--- src/rtl/imem_loader_pkg.sv ---
// imem_loader_pkg: shared definitions for the instruction-memory loader.
//   - 4-bit FSM state encodings (IDLE, LEN_HI, LEN_LO, DATA_HI, DATA_LO,
//     CHECK, FIN, DONE, ERR)
//   - LOADER_BYTE_W: width of the host byte link
//   - rx_state(): states in which the loader accepts a host byte
package imem_loader_pkg;

  localparam int LOADER_BYTE_W = 8;

  localparam logic [3:0] S_IDLE    = 4'd0;
  localparam logic [3:0] S_LEN_HI  = 4'd1;
  localparam logic [3:0] S_LEN_LO  = 4'd2;
  localparam logic [3:0] S_DATA_HI = 4'd3;
  localparam logic [3:0] S_DATA_LO = 4'd4;
  localparam logic [3:0] S_CHECK   = 4'd5;
  localparam logic [3:0] S_FIN     = 4'd6;
  localparam logic [3:0] S_DONE    = 4'd7;
  localparam logic [3:0] S_ERR     = 4'd8;

  function automatic logic rx_state(input logic [3:0] s);
    return (s == S_LEN_HI) || (s == S_LEN_LO) || (s == S_DATA_HI) ||
           (s == S_DATA_LO) || (s == S_CHECK);
  endfunction

endpackage

--- src/rtl/imem_loader.sv ---
// imem_loader: writer side of the instruction-memory port.
// Receives a program over a valid/ready byte link: a big-endian 16-bit word
// count N followed by N words (high byte first). Each word is written to
// instruction memory starting at address 0. cpu_hold keeps the processor
// stalled while a load is in flight or after a failed load.
//
// Optional feature: define CHECKSUM_EN to expect one extra byte after the
// data (XOR of all 2N data bytes); mismatch ends the load in ERR.
//
// Ports:
//   clk, reset            clock, synchronous active-high reset
//   start                 begin a load (honoured in IDLE, DONE, ERR only)
//   byte_valid/byte_data  host byte stream
//   byte_ready            byte accepted this cycle when also byte_valid
//   imem_we/addr/wdata    one-cycle write strobe with address and data
//   cpu_hold              processor stall
//   done, error           level status of the last load
module imem_loader
  import imem_loader_pkg::*;
#(
  parameter int ADDR_W = 10,
  parameter int DATA_W = 16,
  parameter int DEPTH  = 1024
) (
  input  logic                     clk,
  input  logic                     reset,
  input  logic                     start,
  input  logic                     byte_valid,
  input  logic [LOADER_BYTE_W-1:0] byte_data,
  output logic                     byte_ready,
  output logic                     imem_we,
  output logic [ADDR_W-1:0]        imem_addr,
  output logic [DATA_W-1:0]        imem_wdata,
  output logic                     cpu_hold,
  output logic                     done,
  output logic                     error
);

  // 17 bits so DEPTH = 65536 would still compare correctly.
  localparam logic [16:0] DEPTH_L = 17'(DEPTH);

  logic [3:0]               state;
  logic [LOADER_BYTE_W-1:0] len_hi;
  logic [LOADER_BYTE_W-1:0] hi_byte;
  logic [15:0]              len;
  logic [15:0]              word_cnt;
  logic [15:0]              n_rx;
  logic                     xfer;
  logic                     last_word;
`ifdef CHECKSUM_EN
  logic [LOADER_BYTE_W-1:0] cks;
`endif

  assign xfer      = byte_valid & byte_ready;
  assign n_rx      = {len_hi, byte_data};
  assign last_word = (word_cnt + 16'd1) == len;

  // Status outputs decode straight from state so they all change on the
  // same edge as the state transition.
  assign byte_ready = rx_state(state);
  assign cpu_hold   = !((state == S_IDLE) || (state == S_DONE));
  assign done       = (state == S_DONE);
  assign error      = (state == S_ERR);

  always_ff @(posedge clk) begin
    if (reset) begin
      state      <= S_IDLE;
      len_hi     <= '0;
      hi_byte    <= '0;
      len        <= '0;
      word_cnt   <= '0;
      imem_we    <= 1'b0;
      imem_addr  <= '0;
      imem_wdata <= '0;
`ifdef CHECKSUM_EN
      cks        <= '0;
`endif
    end else begin
      imem_we <= 1'b0;
      case (state)
        S_IDLE, S_DONE, S_ERR: begin
          if (start) begin
            state    <= S_LEN_HI;
            word_cnt <= '0;
`ifdef CHECKSUM_EN
            cks      <= '0;
`endif
          end
        end
        S_LEN_HI: begin
          if (xfer) begin
            len_hi <= byte_data;
            state  <= S_LEN_LO;
          end
        end
        S_LEN_LO: begin
          if (xfer) begin
            len   <= n_rx;
            state <= ((n_rx == 16'd0) || ({1'b0, n_rx} > DEPTH_L)) ? S_ERR : S_DATA_HI;
          end
        end
        S_DATA_HI: begin
          if (xfer) begin
            hi_byte <= byte_data;
`ifdef CHECKSUM_EN
            cks     <= cks ^ byte_data;
`endif
            state   <= S_DATA_LO;
          end
        end
        S_DATA_LO: begin
          if (xfer) begin
            // Write lands the cycle after the low byte; it may overlap
            // acceptance of the next word's high byte.
            imem_we    <= 1'b1;
            imem_addr  <= ADDR_W'(word_cnt);
            imem_wdata <= DATA_W'({hi_byte, byte_data});
            word_cnt   <= word_cnt + 16'd1;
`ifdef CHECKSUM_EN
            cks        <= cks ^ byte_data;
            state      <= last_word ? S_CHECK : S_DATA_HI;
`else
            state      <= last_word ? S_FIN : S_DATA_HI;
`endif
          end
        end
`ifdef CHECKSUM_EN
        S_CHECK: begin
          if (xfer) state <= ((cks ^ byte_data) == '0) ? S_DONE : S_ERR;
        end
`endif
        S_FIN:   state <= S_DONE;
        default: state <= S_IDLE;
      endcase
    end
  end

endmodule
--- config.mk ---
export PLATFORM = sky130hd
export DESIGN_NAME = imem_loader
export DESIGN_NICKNAME = d
export VERILOG_FILES = /design/src/rtl/imem_loader_pkg.sv /design/src/rtl/imem_loader.sv
export SDC_FILE = /design/constraint.sdc
export NUM_CORES = 1
export LEC_CHECK = 0
export CAP_MARGIN = 20
export CORE_MARGIN = 2
export CORE_UTILIZATION = 50
export DETAILED_ROUTE_END_ITERATION = 7
export DONT_BUFFER_PORTS = 1
export PLACE_DENSITY = 0.7
export SLEW_MARGIN = 0
export SYNTH_ARGS = -nofsm -noshare
export SYNTH_HDL_FRONTEND = slang
export SYNTH_SLANG_ARGS = --single-unit
--- constraint.sdc ---
create_clock -name clk -period 2.1 [get_ports clk]
set_input_delay 0.21 -clock clk [delete_from_list [all_inputs] [get_ports clk]]
set_output_delay 0.21 -clock clk [all_outputs]
set_load 0.01 [all_outputs]
Word level (Yosys, flattened, before mapping)
Cells that the tools add are included.
Widths: inputs -> output; s select.
{"block": "classes", "n_addsub": 1, "order_cmp": 1, "n_eq_ne": 14, "muxes": 12, "n_bitwise": 2, "reduce_logical": 18}
{"operator": "$mux 16", "count": 2}
{"operator": "$pmux 16 s2", "count": 1}
{"operator": "$mux 4", "count": 6}
{"operator": "$pmux 4 s6", "count": 1}
{"operator": "$add 16x1->16 const B", "count": 1}
{"operator": "$eq 16x16->1", "count": 1}
{"operator": "$eq 4x3->1 const B", "count": 4}
{"operator": "$gt 16x11->1 const B", "count": 1}
{"operator": "$logic_not 16->1", "count": 1}
{"operator": "$ne 2x2->1 const B", "count": 5}
{"operator": "$eq 4x2->1 const B", "count": 2}
{"operator": "$reduce_and 2->1", "count": 4}
{"operator": "$logic_or 1x1->1", "count": 6}
{"operator": "$reduce_and 5->1", "count": 1}
{"operator": "$eq 4x1->1 const B", "count": 1}
{"operator": "$eq 4x4->1 const B", "count": 1}
{"operator": "$logic_not 4->1", "count": 1}
{"operator": "$mux 3", "count": 1}
{"operator": "$reduce_and 3->1", "count": 1}
{"operator": "$reduce_or 3->1", "count": 1}
{"operator": "$reduce_bool 2->1", "count": 1}
{"operator": "$reduce_or 2->1", "count": 1}
{"operator": "$and 1x1->1", "count": 1}
{"operator": "$logic_not 1->1", "count": 1}
{"operator": "2 further kinds", "count": 2}
{"block": "totals", "reg_bits": 79, "input_bits": 12}

Logic depth before layout (Yosys ltp)
Gate-level depths: netlist of the first run.
{"block": "logic_depth", "depth_word": 8, "mapped_depth": 8, "ltp_nobuf": 7}

Least setup slack after synthesis of the first run
Ideal clock, no wire load.
{"block": "synth_timing", "kind": "register to register", "start": "register word_cnt[0]", "end": "register state[0]", "arrival_ns": 1.963, "required_ns": 1.977, "slack_ns": 0.014, "stages_incl_launch_ff": 8, "period_less_slack_ns": 2.086, "path_cell_list": "dfxtp_1 -> ha_1 -> nand3_1 -> nor4_4 -> nand4_1 -> a2111oi_2 -> nand4_1 -> o2bb2ai_1"}
{"block": "synth_via", "elab_chain_cells": 5}
{"item": "start, declared", "line_no": "imem_loader.sv:46", "text": "logic [15:0] word_cnt;"}
{"item": "start signal, assigned", "line_no": "imem_loader.sv:118", "text": "word_cnt <= word_cnt + 16'd1;"}
{"item": "$add 16x1->16", "line_no": "imem_loader.sv:56", "text": "assign last_word = (word_cnt + 16'd1) == len;"}
{"item": "$eq 16x16->1", "line_no": "imem_loader.sv:56"}
{"item": "$mux 3", "line_no": "imem_loader.sv:123", "text": "state <= last_word ? S_FIN : S_DATA_HI;"}
{"item": "$mux 4", "line_no": "imem_loader.sv:112", "text": "if (xfer) begin"}
{"item": "$pmux 4 s6", "line_no": "imem_loader.sv:80", "text": "case (state)"}
{"item": "end signal, assigned", "line_no": "imem_loader.sv:99", "text": "state <= ((n_rx == 16'd0) || ({1'b0, n_rx} > DEPTH_L)) ? S_ERR : S_DATA_HI;"}
{"item": "end signal, assigned", "line_no": "imem_loader.sv:123"}
{"item": "end, declared", "line_no": "imem_loader.sv:42", "text": "logic [3:0] state;"}
No other way between the ends. The select of a mux whose other input is x is not followed.
A chain may end at the register's enable or synchronous reset.

Worst setup path in the final report of the first run
Same ends and word-level chain as after synthesis.

==> results.cfg, run 1 <==
[final_layout]
drive_above_1_share_pct = 11.7
final_common_cell = dfxtp_1
fin_nets = 479
diodes = 0
area_delta_synth_final_pct = 15.0
final_cells = 570
layout_common_cells = dfxtp_1, nand2_1, nor2_1
fin_area_um2 = 4270

[place]
placed_cell_area_um2 = 3930
place_inst = 544
portBuffers = 0
place_hpwl_um = 6070
place_congestion = 0.852

[floorplanning]
dieWidth_um = 90.2
dieHeight_um = 90.2
io_pins = 43
core_um2 = 7210
start_util_pct = 51.4
num_rows = 31
die_area_um2 = 8130

[setup_path]
worstPathRequired_ps = 2340
critPathLaunch = word_cnt[0]
r2r_slack_ps = 90
reg2reg_depth = 9
cp-endpoint = state[0]
start_kind = flip-flop
endpoint_kind = flip-flop
crit_arrival_ps = 2250
reg2reg_from = word_cnt[0]
rr_endpoint = state[0]
crit_type = flip-flop to flip-flop
crit_fanout = 5

[synth]
syn_inst = 451
ys_seq_area_share_pct = 42.6
synth_area_leaders = dfxtp_1, mux2i_1, nand2_1
synth_nets = 464
ys_ff_latch = 79
yosysUniqueCellTypes = 48
synth_edf_count = 0
synthFlopType = dfxtp_1
synth.largest_area_cell = dfxtp_1
syn-cell-area_um2 = 3710
yosys_warnings = 0
synth-async-reset-ratio_pct = 0
synth.top_cell.area_share_pct = 42.6
syn-mean-instance-area_um2 = 8.23

[run_status]
status = finished clean

[clock_network]
root_buffer = clkbuf_8
htree_levels = 3
cts_buffers = 9
cts_tree = yes
cts.clk_slew.worst_paths_ps = 90
clock-sinks = 79
clk_latency_ps = 360
cts_max_path_buffers = 2

[drt]
drc = 0
wire_per_inst_um = 16.0
vias = 3196
viasPerCell = 5.61
firstDrtPassIters = 4
drt_iter0_markers = 151
wl_um = 9100
antenna_left = 0

[power]
p_per_area_nw_per_um2 = 828
peakVddDrop_mv = 0.578
leakagePower_nw = 1.61

[hold_path]
hold_class = input pin to flip-flop

[global_routing]
grt_usage_pct = 23.2
grt_pass1_vias = 3001
grt_pass1_wl_um = 15000
antenna_found_initial = 0
grt_max_degree = 78
gr-total-overflow = 0

[sta]
rsz0062_at_grt = true
slew_violations = 0
maxClockFrequency_ghz = 0.498
finClkSkew_ps = 13.8
slew_headroom_pct = 59.9
fin_crit_sh_pct = 95.7
finalSetupViolations = 0
hold_violations = 0
finalCriticalPeriod_ps = 2010
worst_pin_slew_ps = 599

[job]
drv_cap = 0
-- state kept, by name (all words and copies together), names as in the netlist --
name / flops
len: 16
imem_addr: 10
imem_we: 1
state: 4
imem_wdata: 16
len_hi: 8
word_cnt: 16
hi_byte: 8
-- critical path, stage by stage, from the launching register on --
cell and delay (ps):
dfxtp_1 320, ha_1 210, nand3_1 160, buf_4 150, nor4_4 30, buf_4 160, a31o_2 250, a2111oi_2 290
nand4_1 180, o2bb2ai_1 160
-- kinds of logic (layout without fill, tap and decap cells) --
family | after synthesis | after routing | share of synthesized area [%]
XOR/XNOR | 23 | 23 | 5.43
buffers and inverters | 42 | 62 | 4.62
multiplexers | 32 | 32 | 8.63
adder cells (fa/ha/maj) | 1 | 1 | 0.337
AND/OR/NAND/NOR | 191 | 191 | 25.5
AO/OA/AOI/OAI | 83 | 83 | 12.9
flip-flops | 79 | 79 | 42.6
-- Yosys cell counts (all sizes together) (8+ instances only) --
library cell,instances
o21ai,17
dfxtp,79
a21oi,47
nand3b,8
buf,10
nor2,59
mux2i,32
xnor2,17
nand3,10
nand2,64
clkbuf,25
nand4,9
-- routing by layer --
metal / global-route usage (%) / part of all wire (%)
met4: 7.56 / 2.0
met1: 32.2 / 47
met3: 5.20 / 5.0
met2: 36.0 / 46
met5: 0 / 0
-- per-stage QoR --
| stage | util, % | TNS [ps] | total power, mW | setup slack, ps | hold slack (ps) |
|---|---|---|---|---|---|
| after global routing | 59.2 | -49.1 | 3.70 | -33.1 | 10.2 |
| final | 59.2 | 0 | 3.54 | 90.0 | 6.68 |
| after global placement | 54.4 | 0 | 2.30 | 142 | 288 |
| after CTS | 58.8 | 0 | 3.55 | 94.4 | 0.264 |
| after detailed placement | 54.4 | 0 | 2.32 | 102 | 294 |
| after floorplan | - | 0 | 2.15 | 14.1 | 346 |
-- timing repair --
item,CTS,global route
buffers inserted,0,0
hold endpoints to repair,77,1
hold buffers,9,1
endpoints found under the setup margin,0,3
gates resized for setup,0,2
-- worst min-delay path by stage --
stage	startpoint	end	slack [ps]	cells past startpoint
finish	byte_data[0]	len_hi[0]	7	2
global route	byte_data[0]	len_hi[0]	10	2
CTS	byte_data[0]	len_hi[0]	0.3	2
detailed placement	reset	word_cnt[11]	290	1
global placement	reset	word_cnt[12]	290	1
floorplan	byte_data[0]	imem_wdata[0]	350	2
-- report_power, final --
part | leakage, nW | internal [mW] | switching [mW]
Sequential | 0.637 | 1.56 | 0.0886
Clock | 0.0996 | 0.571 | 0.626
Combinational | 0.873 | 0.298 | 0.389
-- final cells by class --
cell class	count	area, um^2
tap	99	124
inverter	7	26.3
fill	651	2950
clock inverter	7	87.6
multi-input combinational	330	1980
sequential	79	1580
clock buffer	9	124
timing repair buffer	39	348
Power figures use the tool's default switching activity.
==> run 2, diff against run 1 <==
CORE_ASPECT_RATIO = 1.2   (was not set)
==> run 2 against run 1 <==
Effect of this change:
- die area about the same
- non-clock buffer count fell by 3
- largest cell class unchanged
- critical endpoint unchanged
- cell count is 2.1% lower
- via count down 0.16%
- maximum frequency is 1.1% higher
- largest power group unchanged
- global-route usage increased by 0.88 points
- clock skew down 3.7 ps
- register-to-register slack better by 20 ps
- power increased by 1.0%
- clock power increased by 4%
- sequential cell count did not move
==> results.cfg, run 2 (synthesized netlist as in run 1, its figures left out) <==
[run_status]
status = finished clean

[sta]
layout_setup_ws_ps = 111
finalSetupViolations = 0
worst_pin_slew_ps = 542
rsz0062_at_grt = false
finClkSkew_ps = 10.2
finalCriticalPeriod_ps = 1990
fin_crit_sh_pct = 94.7
hold_violations = 0
fin_tns_setup_ps = 0
slew_violations = 0
maxClockFrequency_ghz = 0.503
slew_headroom_pct = 63.8

[place]
place_hpwl_um = 5980
place_congestion = 0.918
portBuffers = 0
pre_cts_ws_ps = 100

[drt]
drc = 0
antenna_left = 0
firstDrtPassIters = 5
wire_per_inst_um = 16.4
viasPerCell = 5.72
drt_iter0_markers = 361
wl_um = 9150
vias = 3191

[hold_path]
hold_class = input pin to flip-flop

[power]
p_per_area_nw_per_um2 = 840
leakagePower_nw = 1.61
peakVddDrop_mv = 0.800

[final_layout]
final_common_cell = dfxtp_1
drive_above_1_share_pct = 12.2
diodes = 0
area_delta_synth_final_pct = 14.6
fin_nets = 476
fillCellCount = 647
layout_common_cells = dfxtp_1, nand2_1, nor2_1
multi_input_area_um2 = 1990
register_area_um2 = 1590
reg_top3 = imem_wdata: 16 flops, len: 16 flops, word_cnt: 16 flops

[floorplanning]
die_area_um2 = 8130
num_rows = 34
dieWidth_um = 82.6
dieHeight_um = 98.4
start_util_pct = 51.3
core_um2 = 7230
io_pins = 43

[global_routing]
grt_pass1_wl_um = 14900
grt_usage_pct = 24.1
antenna_found_initial = 0
grt_pass1_vias = 2958
gr-total-overflow = 0
grt_max_degree = 78

[setup_path]
crit_fanout = 3
endpoint_kind = flip-flop
start_kind = flip-flop
crit_arrival_ps = 2230
worstPathRequired_ps = 2350
crit_type = flip-flop to flip-flop

[clock_network]
htree_levels = 3
root_buffer = clkbuf_8
cts_setup_buffers = 0
cts_max_path_buffers = 2
cts.clk_slew.worst_paths_ps = 80
cts_tree = yes
cts_buffers = 9
clock-sinks = 79
clk_latency_ps = 360

[job]
drv_cap = 0
run 2: final cells by class:
cell class                      instances  area share, %
Inverter                                7          0.618
Clock buffer                            9           2.91
Timing Repair Buffer                   36           7.65
Sequential cell                        79           37.3
Clock inverter                          7           2.24
Tap cell                               90           2.65
Multi-Input combinational cell        330           46.7
run 2: worst paths after layout:
check | startpoint | slack, ps | cells past startpoint | endpoint
worst max register to register | word_cnt[1] | 110 | 7 | state[0]
worst max-delay path | word_cnt[1] | 110 | 7 | state[0]
worst min-delay path | byte_data[4] | 8 | 2 | hi_byte[4]
worst min register to register | hi_byte[2] | 460 | 2 | imem_wdata[10]
run 2: timing repair:
item | 4_1_cts | 5_1_grt
setup endpoints to repair | 0 | 2
resized for setup | 0 | 7
hold buffers | 10 | 0
endpoints found under the hold margin | 77 | 0
run 2: critical path, cell delays in order, from the launching register on:
cell and delay, ps:
dfxtp_1 360, ha_1 220, nand3_2 140, or3_1 380, a22o_1 220, nor4_1 230, nand4_1 180, o2bb2ai_1 150
run 2: per-stage QoR:
step	total power, mW	std cells	hold WS (ps)	instance area, um^2	utilization (%)
floorplan	2.15	451	346	3710	-
global placement	2.29	532	286	3890	53.8
detailed placement	2.31	532	290	3890	53.8
CTS	3.60	558	0.131	4230	58.5
global route	3.73	558	6.09	4250	58.8
finish	3.57	558	7.52	4250	58.8
run 2: power by group:
part | switching (mW) | internal (mW) | leakage (nW)
Clock | 0.572 | 0.673 | 0.110
Combinational | 0.372 | 0.291 | 0.860
Sequential | 0.100 | 1.56 | 0.639
Total | 1.04 | 2.53 | 1.61
run 2: layer usage:
metal  GRT usage [%]  vias to the layer above  part of all wire (%)
li1                -                     1575                     -
met1            31.0                     1506                    42
met2            39.1                       98                    50
met3            6.10                       12                   6.4
met4            7.94                        0                   1.5
met5               0                        -                     0
